## config.mk

```make
export PLATFORM = sky130hd
export DESIGN_NAME = result_display_driver
export DESIGN_NICKNAME = d
export VERILOG_FILES = /design/src/rtl/result_display_driver.sv
export SDC_FILE = /design/constraint.sdc
export NUM_CORES = 1
export LEC_CHECK = 0
export ABC_CLOCK_PERIOD_IN_PS = 5000
export CORE_MARGIN = 1
export CORE_UTILIZATION = 64
export CTS_CLUSTER_SIZE = 16
export DETAILED_ROUTE_END_ITERATION = 7
export GPL_TIMING_DRIVEN = 1
export PLACE_DENSITY = 0.95
export SYNTH_ARGS = -nofsm -noshare
export SYNTH_HDL_FRONTEND = slang
export SYNTH_SLANG_ARGS = --single-unit
```

## constraint.sdc

```tcl
create_clock -name clock -period 5 [get_ports clock]
set_clock_uncertainty 0.15 [all_clocks]
set_input_delay 0.5 -clock clock [delete_from_list [all_inputs] [get_ports clock]]
set_output_delay 0.5 -clock clock [all_outputs]
set_load 0.1 [all_outputs]
```

## src/rtl/result_display_driver.sv

```systemverilog
// rtl/result_display_driver.sv - signed 8-bit result to 4-digit multiplexed 7-segment display driver
// Optional feature macro: HEX_MODE_EN (raw two-digit hex display, conversion bypassed)
`timescale 1ns/1ps

module result_display_driver #(
    parameter int REFRESH_CYCLES = 100000
) (
    input  logic       clock,
    input  logic       reset,
    input  logic [7:0] value_in,
    input  logic       load,
`ifdef HEX_MODE_EN
    input  logic       hex_mode,
`endif
    output logic       busy,
    output logic [6:0] seg,
    output logic       dp,
    output logic [3:0] an
);

    localparam logic [1:0] IDLE   = 2'd0;
    localparam logic [1:0] CONV   = 2'd1;
    localparam logic [1:0] COMMIT = 2'd2;

    localparam logic [6:0] SEG_BLANK = 7'h7F;
    localparam logic [6:0] SEG_MINUS = 7'b0111111;
    localparam logic [6:0] SEG_ZERO  = 7'b1000000;

    localparam int RW = (REFRESH_CYCLES > 2) ? $clog2(REFRESH_CYCLES) : 1;
    localparam logic [RW-1:0] REF_LAST = RW'(REFRESH_CYCLES - 1);

    logic [1:0]       state_q, state_d;
    logic             sign_q, sign_d;
    logic [19:0]      bcd_q, bcd_d;
    logic [2:0]       cnt_q, cnt_d;
    logic [3:0][6:0]  disp_q, disp_d;
    logic [RW-1:0]    ref_q, ref_d;
    logic [1:0]       idx_q, idx_d;
    logic [3:0]       an_q, an_d;
    logic [6:0]       seg_q, seg_d;
    logic [7:0]       mag;
`ifdef HEX_MODE_EN
    logic             hex_q, hex_d;
`endif

    function automatic logic [6:0] seg_decode(input logic [3:0] d);
        logic [6:0] p;
        case (d)
            4'd0:    p = 7'b1000000;
            4'd1:    p = 7'b1111001;
            4'd2:    p = 7'b0100100;
            4'd3:    p = 7'b0110000;
            4'd4:    p = 7'b0011001;
            4'd5:    p = 7'b0010010;
            4'd6:    p = 7'b0000010;
            4'd7:    p = 7'b1111000;
            4'd8:    p = 7'b0000000;
            4'd9:    p = 7'b0010000;
`ifdef HEX_MODE_EN
            4'd10:   p = 7'b0001000;
            4'd11:   p = 7'b0000011;
            4'd12:   p = 7'b1000110;
            4'd13:   p = 7'b0100001;
            4'd14:   p = 7'b0000110;
            4'd15:   p = 7'b0001110;
`endif
            default: p = SEG_BLANK;
        endcase
        return p;
    endfunction

    // One double-dabble iteration over the 3 BCD nibbles sitting above the 8 binary bits.
    function automatic logic [19:0] dabble_step(input logic [19:0] s);
        logic [19:0] t;
        t = s;
        for (int i = 0; i < 3; i++) begin
            if (t[8 + 4*i +: 4] >= 4'd5) begin
                t[8 + 4*i +: 4] = t[8 + 4*i +: 4] + 4'd3;
            end
        end
        return {t[18:0], 1'b0};
    endfunction

    // 8-bit negation is enough: -128 wraps to 8'h80, which read unsigned is 128.
    assign mag = value_in[7] ? (8'd0 - value_in) : value_in;

    always_comb begin
        state_d = state_q;
        sign_d  = sign_q;
        bcd_d   = bcd_q;
        cnt_d   = cnt_q;
        disp_d  = disp_q;
`ifdef HEX_MODE_EN
        hex_d   = hex_q;
`endif
        case (state_q)
            IDLE: begin
                if (load) begin
                    sign_d  = value_in[7];
                    bcd_d   = {12'b0, mag};
                    cnt_d   = 3'd0;
                    state_d = CONV;
`ifdef HEX_MODE_EN
                    hex_d = hex_mode;
                    if (hex_mode) begin
                        bcd_d   = {12'b0, value_in};
                        state_d = COMMIT;
                    end
`endif
                end
            end
            CONV: begin
                bcd_d = dabble_step(bcd_q);
                cnt_d = cnt_q + 3'd1;
                if (cnt_q == 3'd7) begin
                    state_d = COMMIT;
                end
            end
            COMMIT: begin
                state_d = IDLE;
`ifdef HEX_MODE_EN
                if (hex_q) begin
                    disp_d = {SEG_BLANK, SEG_BLANK,
                              seg_decode(bcd_q[7:4]), seg_decode(bcd_q[3:0])};
                end else
`endif
                begin
                    disp_d[3] = sign_q ? SEG_MINUS : SEG_BLANK;
                    disp_d[2] = (bcd_q[19:16] == 4'd0) ? SEG_BLANK : seg_decode(bcd_q[19:16]);
                    disp_d[1] = ((bcd_q[19:16] == 4'd0) && (bcd_q[15:12] == 4'd0))
                                ? SEG_BLANK : seg_decode(bcd_q[15:12]);
                    disp_d[0] = seg_decode(bcd_q[11:8]);
                end
            end
            default: state_d = IDLE;
        endcase
    end

    // Scan path is free-running and only ever reads committed display registers.
    always_comb begin
        ref_d = ref_q + RW'(1);
        idx_d = idx_q;
        if (ref_q == REF_LAST) begin
            ref_d = '0;
            idx_d = idx_q + 2'd1;
        end
        an_d  = ~(4'b0001 << idx_q);
        seg_d = disp_q[idx_q];
    end

    always_ff @(posedge clock or negedge reset) begin
        if (!reset) begin
            state_q <= IDLE;
            sign_q  <= 1'b0;
            bcd_q   <= '0;
            cnt_q   <= '0;
            disp_q  <= {SEG_BLANK, SEG_BLANK, SEG_BLANK, SEG_ZERO};
            ref_q   <= '0;
            idx_q   <= '0;
            an_q    <= 4'b1111;
            seg_q   <= SEG_BLANK;
`ifdef HEX_MODE_EN
            hex_q   <= 1'b0;
`endif
        end else begin
            state_q <= state_d;
            sign_q  <= sign_d;
            bcd_q   <= bcd_d;
            cnt_q   <= cnt_d;
            disp_q  <= disp_d;
            ref_q   <= ref_d;
            idx_q   <= idx_d;
            an_q    <= an_d;
            seg_q   <= seg_d;
`ifdef HEX_MODE_EN
            hex_q   <= hex_d;
`endif
        end
    end

    assign busy = (state_q != IDLE);
    assign an   = an_q;
    assign seg  = seg_q;
    assign dp   = 1'b1;

endmodule

```

# --- Word level (Yosys, flattened, before mapping) ---
# Memory sizes are Yosys's and may differ from the RTL's. A register that Yosys moved wholly into a read port is not among the register bits.
# Index checks and enable logic that the tools add are counted.
word_totals:
  ff_bits: 77
  latchBits: 0
  ramBits: 0
  romBits: 336
  in_bits: 11
  out_inout_bits: 13
  elab_cells: 60
  memories: 3
classes:
  addsub: 7
  mul: 0
  div: 0
  magnitude_cmp: 4
  n_eq_ne: 6
  shifts: 1
  n_mux: 17
  bitwise_logic: 1
  reduce_logical: 10
mem_list:
  columns: ["memory", "words", "width", "read_ports", "rd_clocked_by_memory_dff", "wr", "line", "source"]
  rows:
  - ["(no name shown)", 16, 7, 1, 0, 0, "48", "case (d)"]
  - ["(no name shown)", 16, 7, 1, 0, 0, "48", null]
  - ["(no name shown)", 16, 7, 1, 1, 0, "48", null]
ops:
  columns: ["cell", "count"]
  rows:
  - ["$pmux W20 S2", 1]
  - ["$mux W7", 4]
  - ["$mux W20", 1]
  - ["$add A17 B1 Y17 const B", 1]
  - ["$eq A17 B17 Y1 const B", 1]
  - ["$mux W17", 1]
  - ["$bmux W7 S2", 1]
  - ["$ge A4 B3 Y1 const B", 3]
  - ["$add A4 B2 Y4 const B", 2]
  - ["$logic_not A4 Y1", 2]
  - ["$mux W4", 2]
  - ["$mux W8", 1]
  - ["$sub A1 B8 Y8 const A", 1]
  - ["$mux W3", 2]
  - ["$pmux W3 S2", 1]
  - ["$reduce_and A2 Y1", 3]
  - ["$mux W2", 2]
  - ["$ne A2 B2 Y1 const B", 2]
  - ["$not A4 Y4", 1]
  - ["$pmux W2 S2", 1]
  - ["$reduce_bool A2 Y1", 2]
  - ["$shl A1 B2 Y4 const A", 1]
  - ["$add A3 B1 Y3 const B", 1]
  - ["$add A3 B2 Y3 const B", 1]
  - ["8 further kinds", 8]

# --- Depth between registers and ports, before layout ---
# Gate-level depths: netlist (run 1).
logic_depth:
  word_depth: 4
  depth_mapped: 6
  mapped_depth_nobuf: 6

# --- Worst setup path after synthesis (run 1) ---
# Ideal clock, no wire load.
synth_path:
  kind: "reg2reg"
  startpoint: "reg ref_q[13]"
  endpoint: "reg idx_q[1]"
  setup_ns: 0.076
  t_arrival_ns: 1.515
  t_required_ns: 4.774
  slack_ns: 3.259
  path_stages_with_launch: 6
  path_buffers: 1
  synth_period_minus_slack_ns: 1.741
  cell_sequence: "dfrtp_1 > or4_1 > nor4_4 > buf_6 > nand2_1 > o21ai_1"
synth_between:
  elab_chain_cells: 1
synth_lines:
  columns: ["item", "line", "source"]
  rows:
  - ["start: declaration", "37", "logic [RW-1:0] ref_q, ref_d;"]
  - ["start signal: assignment", "171", "ref_q <= ref_d;"]
  - ["$eq A17 B17 Y1", "143", "if (ref_q == REF_LAST) begin"]
  - ["end signal: assignment", "172", "idx_q <= idx_d;"]
  - ["end: declaration", "38", "logic [1:0] idx_q, idx_d;"]
# No other way between the ends.
# A chain may end at the register's enable or synchronous reset.

# --- Final worst setup path (run 1) ---
layout_path:
  startpoint: "reg state_q[1]"
  endpoint: "out busy"
layout_between:
  elab_chain_cells: 1
layout_lines:
  columns: ["item", "line", "source"]
  rows:
  - ["start: declaration", "32", "logic [1:0] state_q, state_d;"]
  - ["start signal: assignment", "166", "state_q <= state_d;"]
  - ["$reduce_bool A2 Y1", "181", "assign busy = (state_q != IDLE);"]
  - ["end: declaration", "15", "output logic busy,"]
# No other way between the ends.

==> metrics.txt, run 1 <==
status finished clean; Seq/Total Area, Yosys 48.5%; starting density of the core 67.9%; CP Launch Type register; Die H 81.9 um; vias 3144; Die X-Extent 81.9 um; PwrDens 615 mW/mm2; I/O Buffers 22; worst-case reg-to-reg path depth 3; IO Pins 24; area leader, netlist dfrtp_1; worst-path cell chain or2_2 > clkdlybuf4s50_1; WHS 0.0608 ns; Required @ worst endpoint 4.35 ns; number of synthesized flops with an enable pin 0; Leak 1.95 nW; largest net degree at the start of global routing 43; Std-Cell Rows 28; final instance area 0.00454 mm2; vias in the first global route 2974; met1 Usage GRT 35.7%; H-tree depth 3; TritonCTS clock tree done; filler-free cell count of the finished design 505; # clock sinks 78; type of the worst setup path reg -> out; DRT Pass-1 Iters 6; CP endpoint kind output port; commonest non-fill, non-tap cell in the layout dfrtp_1; diode count 0; Post-CTS Hold Buffers 0; first-pass GRT wire length 13.9 mm; crit path max-delay cell type clkdlybuf4s50_1; initial antenna violation count 0; Peak VDD IR 0.000535 V; max_slew headroom 29.7%; nets 459; GRT Residual Overflow 0; WL/cell 16.5 um; Worst-path clk slew 0.09 ns; Critical R2R Launch state_q[1]; worst min-delay path category in -> async; gpl congestion 0.866; Clock Tree Buf Depth 2; yosys warns 0; DP Area 0.00433 mm2; Skew-Pair Late Insertion Delay 0.35 ns; Final setup viols 0; Clk Tree Root Cell clkbuf_8; Tmin final 2.79 ns; Mean Syn Cell Area 10.0 um2; fin crit share 55.9%; worst-margin pin slew 1.05 ns; Primary FF master, synth dfrtp_1; max cap viols 0; post-detail-place hpwl 5.61 mm; Synth area leaders dfrtp_1 31%, dfstp_2 17%, ha_1 7.0%, nor2_1 3.6%, a21oi_1 3.5%; Final Power 0.00279 W; Fin Setup TNS 0 ns; antenna-violating nets left 0; Setup Buffers After CTS 0; GR Layer Usage met3 4.22%; Final Hold Fails 0; Arrival @ worst endpoint 2.14 ns; PostCTS Resize Cnt 0; synthesized cell area 0.00409 mm2; Synth cell types 57; worst-path fanout max 10; vias per cell 6.23; RSZ-0062 raised after global routing false; reg-to-reg setup timing slack 2.79 ns; share of the synthesized area in the top cell type 31.2%; GRT Resource Usage Total 28.0%; core area 0.00603 mm2; Max Clock Freq 0.358 GHz; layout cell share with drive strength beyond 1 12.8%; synthesized instance count 408; net count after synthesis 442; met2 Use GR 45.0%; initial DRC count 291; Num CTS Buffers 9; flops & latches, synth 78; GRT busiest layer met2; Reg2Reg Capture Point disp_q[16]; ys async rst share 100%; Total Die Area 0.00671 mm2; Area Growth Syn to Fin 11.0%; DRC viols 0; placed cell count 489; CP max stage delay 1.12 ns; commonest cells after routing, fill and taps aside 51 x dfrtp_1, 39 x nor2_1, 29 x nand2_1, 29 x a21oi_1, 28 x o21ai_0; final wirelength 8.31 mm; Max Slew Vio Count 0
[per-stage QoR]
step / util, % / worst slack [ns]
floorplan: - / 3.26
global placement: 71.9 / 2.64
detailed placement: 71.9 / 2.63
CTS: 75.4 / 2.22
global route: 75.4 / 2.14
finish: 75.4 / 2.21
[worst max-delay path: cells and delay by family, from the launching register on]
kind	cells	cell delay (ns)
AND/OR/NAND/NOR	1	0.16
flip-flops	1	0.51
buffers and inverters	1	1.12
[how the worst max path moves through the flow]
stage | startpoint | to
final | state_q[1] | busy
after global routing | state_q[1] | busy
after CTS | state_q[1] | busy
after floorplan | ref_q[13] | idx_q[1]
after detailed placement | state_q[1] | busy
after global placement | state_q[0] | busy
[Yosys cell counts (2+ instances only)]
| cell type | instances |
|---|---|
| xor2_1 | 10 |
| nand2_1 | 29 |
| dfstp_2 | 27 |
| mux2i_1 | 11 |
| a22oi_1 | 3 |
| and2_1 | 3 |
| o22a_1 | 3 |
| o21ai_0 | 28 |
| nor4_1 | 2 |
| ha_1 | 23 |
| nand2b_1 | 10 |
| mux2_2 | 2 |
| nand4_1 | 7 |
| nand3_1 | 8 |
| dfrtp_1 | 51 |
| nor3_1 | 2 |
| a211oi_1 | 2 |
| a22o_1 | 5 |
| clkbuf_1 | 14 |
| o22ai_1 | 12 |
| inv_1 | 20 |
| xnor2_1 | 16 |
| a21boi_0 | 2 |
| a41oi_1 | 2 |
| a31oi_1 | 3 |
| a21oi_1 | 29 |
| nor2b_1 | 7 |
| o31ai_1 | 8 |
| nor2_1 | 39 |
| or2_2 | 2 |
| and4_1 | 2 |
[final cells by class]
| cell class | count | area [um2] |
|---|---|---|
| Timing Repair Buffer | 24 | 230 |
| Sequential cell | 78 | 1990 |
| Inverter | 21 | 78.8 |
| Fill cell | 386 | 1480 |
| Multi-Input combinational cell | 291 | 1950 |
| Tap cell | 75 | 93.8 |
| Clock buffer | 12 | 135 |
| Clock inverter | 4 | 72.6 |
[sequential cells by signal, summed over array words and instances (netlist names)]
signal,cells
sign_q,1
bcd_q,20
cnt_q,3
disp_q,22
ref_q,17
idx_q,2
state_q,2
seg,7
an,4
[where the power goes]
group	switching [W]	leakage (nW)	internal [W]	total, W
combinational	0.000758	0.923	0.000438	0.00120
clock	0.000219	0.101	0.000281	0.000500
sequential	0.000201	0.931	0.000895	0.00110
[cell families (layout without fill, tap and decap cells)]
family | count (synthesis) | count (layout) | share of synthesized area, %
DFF | 78 | 78 | 48.5
xor gates and xnor gates | 26 | 26 | 5.57
AOI/OAI and AO/OA | 104 | 104 | 15.5
buffers and inverters | 39 | 61 | 3.88
muxes | 14 | 14 | 3.79
and+or+nand+nor | 123 | 123 | 15.6
other | 1 | 1 | 0.0917
adders and majority gates | 23 | 23 | 7.04
[metal layers]
layer	vias to the layer above	share of wire (%)
met1	1522	42
met4	0	3.2
met2	128	49
met3	29	6.0
li1	1465	-
met5	-	0
Note: power is estimated with default switching activity, not from simulation.
==> run 2, diff against run 1 <==
ABC_CLOCK_PERIOD_IN_PS = 2900   (was 5000)
CORE_UTILIZATION = 60   (was 64)
PLACE_DENSITY = 0.92   (was 0.95)
clock period = 2.9 ns   (was 5 ns; I/O delays follow)
==> run 2 against run 1 <==
The run now ends with DRC left. Largest cell class unchanged. Register-to-register slack lost 2.0 ns. First-iteration DRC count down 33%. Total power grew 74%. Routed wire length decreased by 1.9%. Sequential cell count did not move.
==> metrics.txt, run 2 (synthesized netlist as in run 1, its figures left out) <==
status finished, violations left; failing checks DRC; DRC viols 4 (+4); antenna-violating nets left 0 (unchanged); Std-Cell Rows 29 (+3.6%); Total Die Area 0.00715 mm2 (+6.5%); Final setup viols 0 (unchanged); Die X-Extent 84.6 um (+3.2%); Max Clock Freq 0.471 GHz; Worst-path clk slew 0.08 ns (about the same); Die H 84.6 um (+3.2%); first-pass GRT wire length 14.2 mm (+2.0%); met3 WL 267 um (-46%); layout cell share with drive strength beyond 1 16.2% (+3.5 points); reg-to-reg setup timing slack 0.78 ns (-2.01 ns); gpl congestion 0.885 (+2.2%); max cap viols 0 (unchanged); Clock Tree Buf Depth 2 (unchanged); Tmin final 2.12 ns; Final WS setup 0.778 ns (-1.43 ns); worst min-delay path category reg -> reg; max_slew headroom 38.0% (+8.3 points); vias in the first global route 3016 (+1.4%); WL/cell 16.0 um (-2.5%); most flop-heavy register disp_q; CP max stage delay 0.77 ns (-0.35 ns); GRT Residual Overflow 0 (unchanged); max reg flops 22 (unchanged); initial DRC count 196 (-33%); PwrDens 1070 mW/mm2 (+73%); starting density of the core 63.3% (-4.5 points); worst-case reg-to-reg path depth 4 (+1); fin crit share 73.2%; Max Slew Vio Count 0 (unchanged); TritonCTS clock tree done; Top Metal Used met4; commonest cells after routing, fill and taps aside 51 x dfrtp_1, 39 x nor2_1, 29 x nand2_1, 29 x a21oi_1, 28 x o21ai_0; Arrival @ worst endpoint 2.17 ns (+0.03 ns); biggest regs disp_q: 22 flops, bcd_q: 20 flops, ref_q: 17 flops; Leak 1.99 nW (+1.7%); Peak VDD IR 0.000593 V (+11%); vias per cell 5.94 (-4.5%); vias 3019 (-4.0%); worst-case hold path end point disp_q[27]; final wirelength 8.15 mm (-1.9%); PostCTS Resize Cnt 0 (unchanged); worst-path cell chain ha_1 > nand4_1 > nor4_4 > nor2_1; H-tree depth 3 (unchanged); nets 460 (+0.22%); DRT Pass-1 Iters 8 (+2); worst-margin pin slew 0.930 ns (-0.122 ns); Final Hold Fails 0 (unchanged); dpl ws 0.807 ns (-1.82 ns); Clk Tree Root Cell clkbuf_8; post-layout util 70.5% (-4.8 points); commonest non-fill, non-tap cell in the layout dfrtp_1; core area 0.00646 mm2 (+7.2%); Critical R2R Launch ref_q[0]; Final Power 0.00486 W (+74%); Skew-Pair Late Insertion Delay 0.35 ns (about the same); M1 WL 3.73 mm (+7.7%); Area Growth Syn to Fin 11.4%; final instance area 0.00456 mm2 (+0.30%); worst-path fanout max 12 (+2); CP Launch Type register; post-detail-place hpwl 5.51 mm (-1.8%); Num CTS Buffers 9 (unchanged); Reg2Reg Capture Point ref_q[3]; hold path cells 1; met2 wire len 3.98 mm (-2.5%); crit path max-delay cell type nor4_4; beginning of the worst hold path sign_q; DP Area 0.00431 mm2 (-0.58%); GRT Resource Usage Total 25.3% (-2.7 points); initial antenna violation count 0 (unchanged); diode count 0 (unchanged); type of the worst setup path reg -> reg; # clock sinks 78 (unchanged); RSZ-0062 raised after global routing false; I/O Buffers 22 (unchanged); CP endpoint kind register; Fin Setup TNS 0 ns (unchanged); largest net degree at the start of global routing 79 (+84%); IO Pins 24 (unchanged); Required @ worst endpoint 2.95 ns (-1.40 ns)
## run 2: cell count changes in the layout (fill, tap and decap cells not counted), sizes merged
cell	change
dlygate4sd3	+1
clkdlybuf4s50	-12
clkinv	+2
clkbuf	-3
bufinv	+1
buf	+12
## run 2: layout make-up
type | instances | area (um2)
inverters | 21 | 78.8
clock buffers | 9 | 124
fillers | 448 | 1900
repair buffers | 25 | 213
clock inverters | 7 | 113
multi-input cells | 291 | 1950
well taps | 77 | 96.3
flip-flops and latches | 78 | 1990
## run 2: timing repair
action,in CTS,in global routing
hold endpoints to repair,51,0
hold buffers,1,0
setup buffers,0,0
## run 2: report_power, final
| part | switching [W] | internal [W] |
|---|---|---|
| logic | 0.00127 | 0.000745 |
| clock network | 0.000398 | 0.000567 |
| registers | 0.000336 | 0.00154 |
## run 2: through the flow
| stage | hold WS (ns) | cells |
|---|---|---|
| 3_5_place_dp | 0.268 | 491 |
| 3_3_place_gp | 0.261 | 491 |
| 4_1_cts | 0.312 | 508 |
| 2_1_floorplan | -0.156 | 408 |
| 6_report | 0.313 | 508 |
| 5_1_grt | 0.327 | 508 |
## run 2: worst max-delay path by stage
stage | depth (start not counted) | endpoint | slack, ns | startpoint
after floorplan | 5 | idx_q[1] | 1.16 | ref_q[13]
after global placement | 4 | idx_q[1] | 0.92 | ref_q[13]
after detailed placement | 5 | bcd_q[7] | 0.81 | load
after CTS | 4 | idx_q[1] | 0.80 | ref_q[13]
after global routing | 5 | idx_q[1] | 0.61 | ref_q[0]
final | 4 | ref_q[3] | 0.78 | ref_q[0]
## run 2: worst max-delay path: cells and delay by family, from the launching register on
kind	cells	cell delay (ns)
and+or+nand+nor	3	1.17
adders and majority gates	1	0.25
DFF	1	0.41
## run 2: routing by layer
layer / vias up / global-route usage (%)
met1: 1469 / 34.0
met3: 16 / 3.64
met5: - / 0
met4: 0 / 11.4
met2: 65 / 41.2
li1: 1469 / -
==> run 3, diff against run 2 <==
ABC_CLOCK_PERIOD_IN_PS = 1700   (was 2900)
CORE_UTILIZATION = 54   (was 60)
PLACE_DENSITY = 0.88   (was 0.92)
clock period = 1.7 ns   (was 2.9 ns; I/O delays follow)
==> run 3 against run 2 <==
First-iteration DRC count shrank 2.0%. Total power rose by 86%. Maximum frequency is 18% higher. Sequential share of layout area fell by 5.6 points. Cell area rose by 15%. Worst hold slack got worse by 0.27 ns. Global-route usage grew 1.0 points. Combinational power increased by 120%. Die area is 11% higher. The run ends with setup timing left. Routed wire length up 20%.
==> metrics.txt, run 3 (synthesized netlist as in run 1, its figures left out) <==
Crit path max-delay family simple AND/OR/NAND/NOR gates; Total Die Area 0.00793 mm2 (+11%); diode count 0 (unchanged); post-detail-place hpwl 6.38 mm (+16%); Final Hold Fails 0 (unchanged); Peak VDD IR 0.00108 V (+82%); type of the worst setup path reg -> reg; Clk Tree Root Cell clkbuf_8; final wirelength 9.82 mm (+20%); CP Launch Type register; GRT Residual Overflow 0 (unchanged); biggest regs disp_q: 22 flops, bcd_q: 20 flops, ref_q: 17 flops; post-layout util 71.8% (+1.3 points); dpl ws -0.124 ns (-0.930 ns); initial antenna violation count 0 (unchanged); commonest non-fill, non-tap cell in the layout buf_4; Skew-Pair Late Insertion Delay 0.36 ns (about the same); # clock sinks 78 (unchanged); Worst-path clk slew 0.09 ns (about the same); max reg flops 22 (unchanged); Clock Tree Buf Depth 2 (unchanged); vias 3404 (+13%); vias per cell 5.78 (-2.8%); gpl congestion 0.867 (-2.1%); Tmin final 1.80 ns (-0.327 ns); first-pass GRT wire length 15.6 mm (+9.8%); Num CTS Buffers 9 (unchanged); Final WS setup -0.0953 ns (-0.873 ns); TritonCTS clock tree done; antenna-violating nets left 0 (unchanged); DRC viols 0 (-4); most flop-heavy register disp_q; Leak 2.32 nW (+17%); largest net degree at the start of global routing 49 (-38%); vias in the first global route 3284 (+8.9%); Area Growth Syn to Fin 28.0%; crit path max-delay cell type or4bb_4; core area 0.00729 mm2 (+13%); worst-path fanout max 6 (-6); CP max stage delay 0.58 ns (-0.19 ns); RSZ-0062 raised after global routing true; commonest cells after routing, fill and taps aside 60 x buf_4, 48 x dfrtp_1, 38 x nor2_1, 28 x nand2_1; nets 519 (+13%); fin crit share 106% (+32 points); I/O Buffers 22 (unchanged); Final setup viols 11 (+11); status finished, violations left; CP endpoint kind register; initial DRC count 192 (-2.0%); Die X-Extent 89.0 um (+5.3%); Buf+Inv Stages, Crit Path 1 (+1); worst min-delay path category in -> async; H-tree depth 3 (unchanged); Std-Cell Rows 31 (+6.9%); starting density of the core 56.1% (-7.2 points); GRT Resource Usage Total 26.3% (+1.0 points); layout cell share with drive strength beyond 1 30.6% (+14 points); max cap viols 0 (unchanged); worst-path cell chain or4bb_4 > nor4_4 > buf_6 > nand2_2 > o21ai_2; PwrDens 1720 mW/mm2 (+61%); DRT Pass-1 Iters 4 (-4); Arrival @ worst endpoint 1.93 ns (-0.24 ns); Required @ worst endpoint 1.83 ns (-1.12 ns); Max Slew Vio Count 0 (unchanged); WL/cell 16.7 um (+3.9%); IO Pins 24 (unchanged); reg-to-reg setup timing slack -0.1 ns (-0.87 ns); Max Clock Freq 0.557 GHz (+18%); Die H 89.0 um (+5.3%); failing checks setup timing
-- run 3: changes by cell type in the layout (fill, tap and decap cells not counted), moves of 3 or more --
cell	change
buf_12	+13
buf_4	+45
clkinv_2	-3
dfrtp_1	-3
dfrtp_2	+3
ha_1	-4
inv_1	-4
inv_2	+4
-- run 3: final cells by class --
cell class	instances	area (um2)
inverter	21	78.8
timing repair buffer	84	822
fill	496	2060
multi-input combinational	291	2010
clock buffer	10	138
sequential	78	1990
tap	99	124
clock inverter	6	70.1
-- run 3: metal layers --
layer  part of all wire (%)  vias to the layer above  global-route usage (%)
met5                      0                        -                       0
met4                    2.4                        0                    12.4
met3                    5.8                       20                    4.71
met2                     52                      133                    45.2
met1                     40                     1658                    32.4
li1                       -                     1593                       -
-- run 3: final timing paths --
check,to,cells after the start,start
hold / removal,idx_q[1],2,reset
hold reg to reg,disp_q[27],1,sign_q
setup reg to reg,idx_q[1],5,ref_q[8]
min in group clock,disp_q[27],1,sign_q
setup / recovery,idx_q[1],5,ref_q[8]
max in group asynchronous,disp_q[13],3,reset
-- run 3: power breakdown --
part / total [W] / switching, W / internal, W / leakage (nW)
Clock: 0.00145 / 0.000722 / 0.000725 / 0.0951
Sequential: 0.00322 / 0.000572 / 0.00264 / 0.927
Combinational: 0.00435 / 0.00243 / 0.00192 / 1.29
-- run 3: worst reg2reg max path, cell delays in order, from the launching register on --
cell     delay [ns]
dfrtp_1        0.42
or4bb_4        0.58
nor4_4         0.24
buf_6          0.19
nand2_2        0.07
o21ai_2        0.07
-- run 3: repair_timing --
item,4_1_cts,5_1_grt
resized for setup,12,14
hold buffers,1,0
setup buffers,2,6
endpoints found under the setup margin,17,36
pin swaps,8,4
endpoints found under the hold margin,62,0
-- run 3: per-stage QoR --
step                      total power, W  cells  cell area (um2)  hold WS (ns)  setup TNS [ns]
after global routing             0.00961    589             5240        0.0620           -1.35
after floorplan                  0.00581    408             4090        -0.276          -0.120
after detailed placement         0.00721    564             4880        -0.124          -0.688
after global placement           0.00701    564             4880        -0.125         -0.0105
after CTS                        0.00872    583             5150        0.0447          -0.537
final                            0.00901    589             5240        0.0418          -0.682
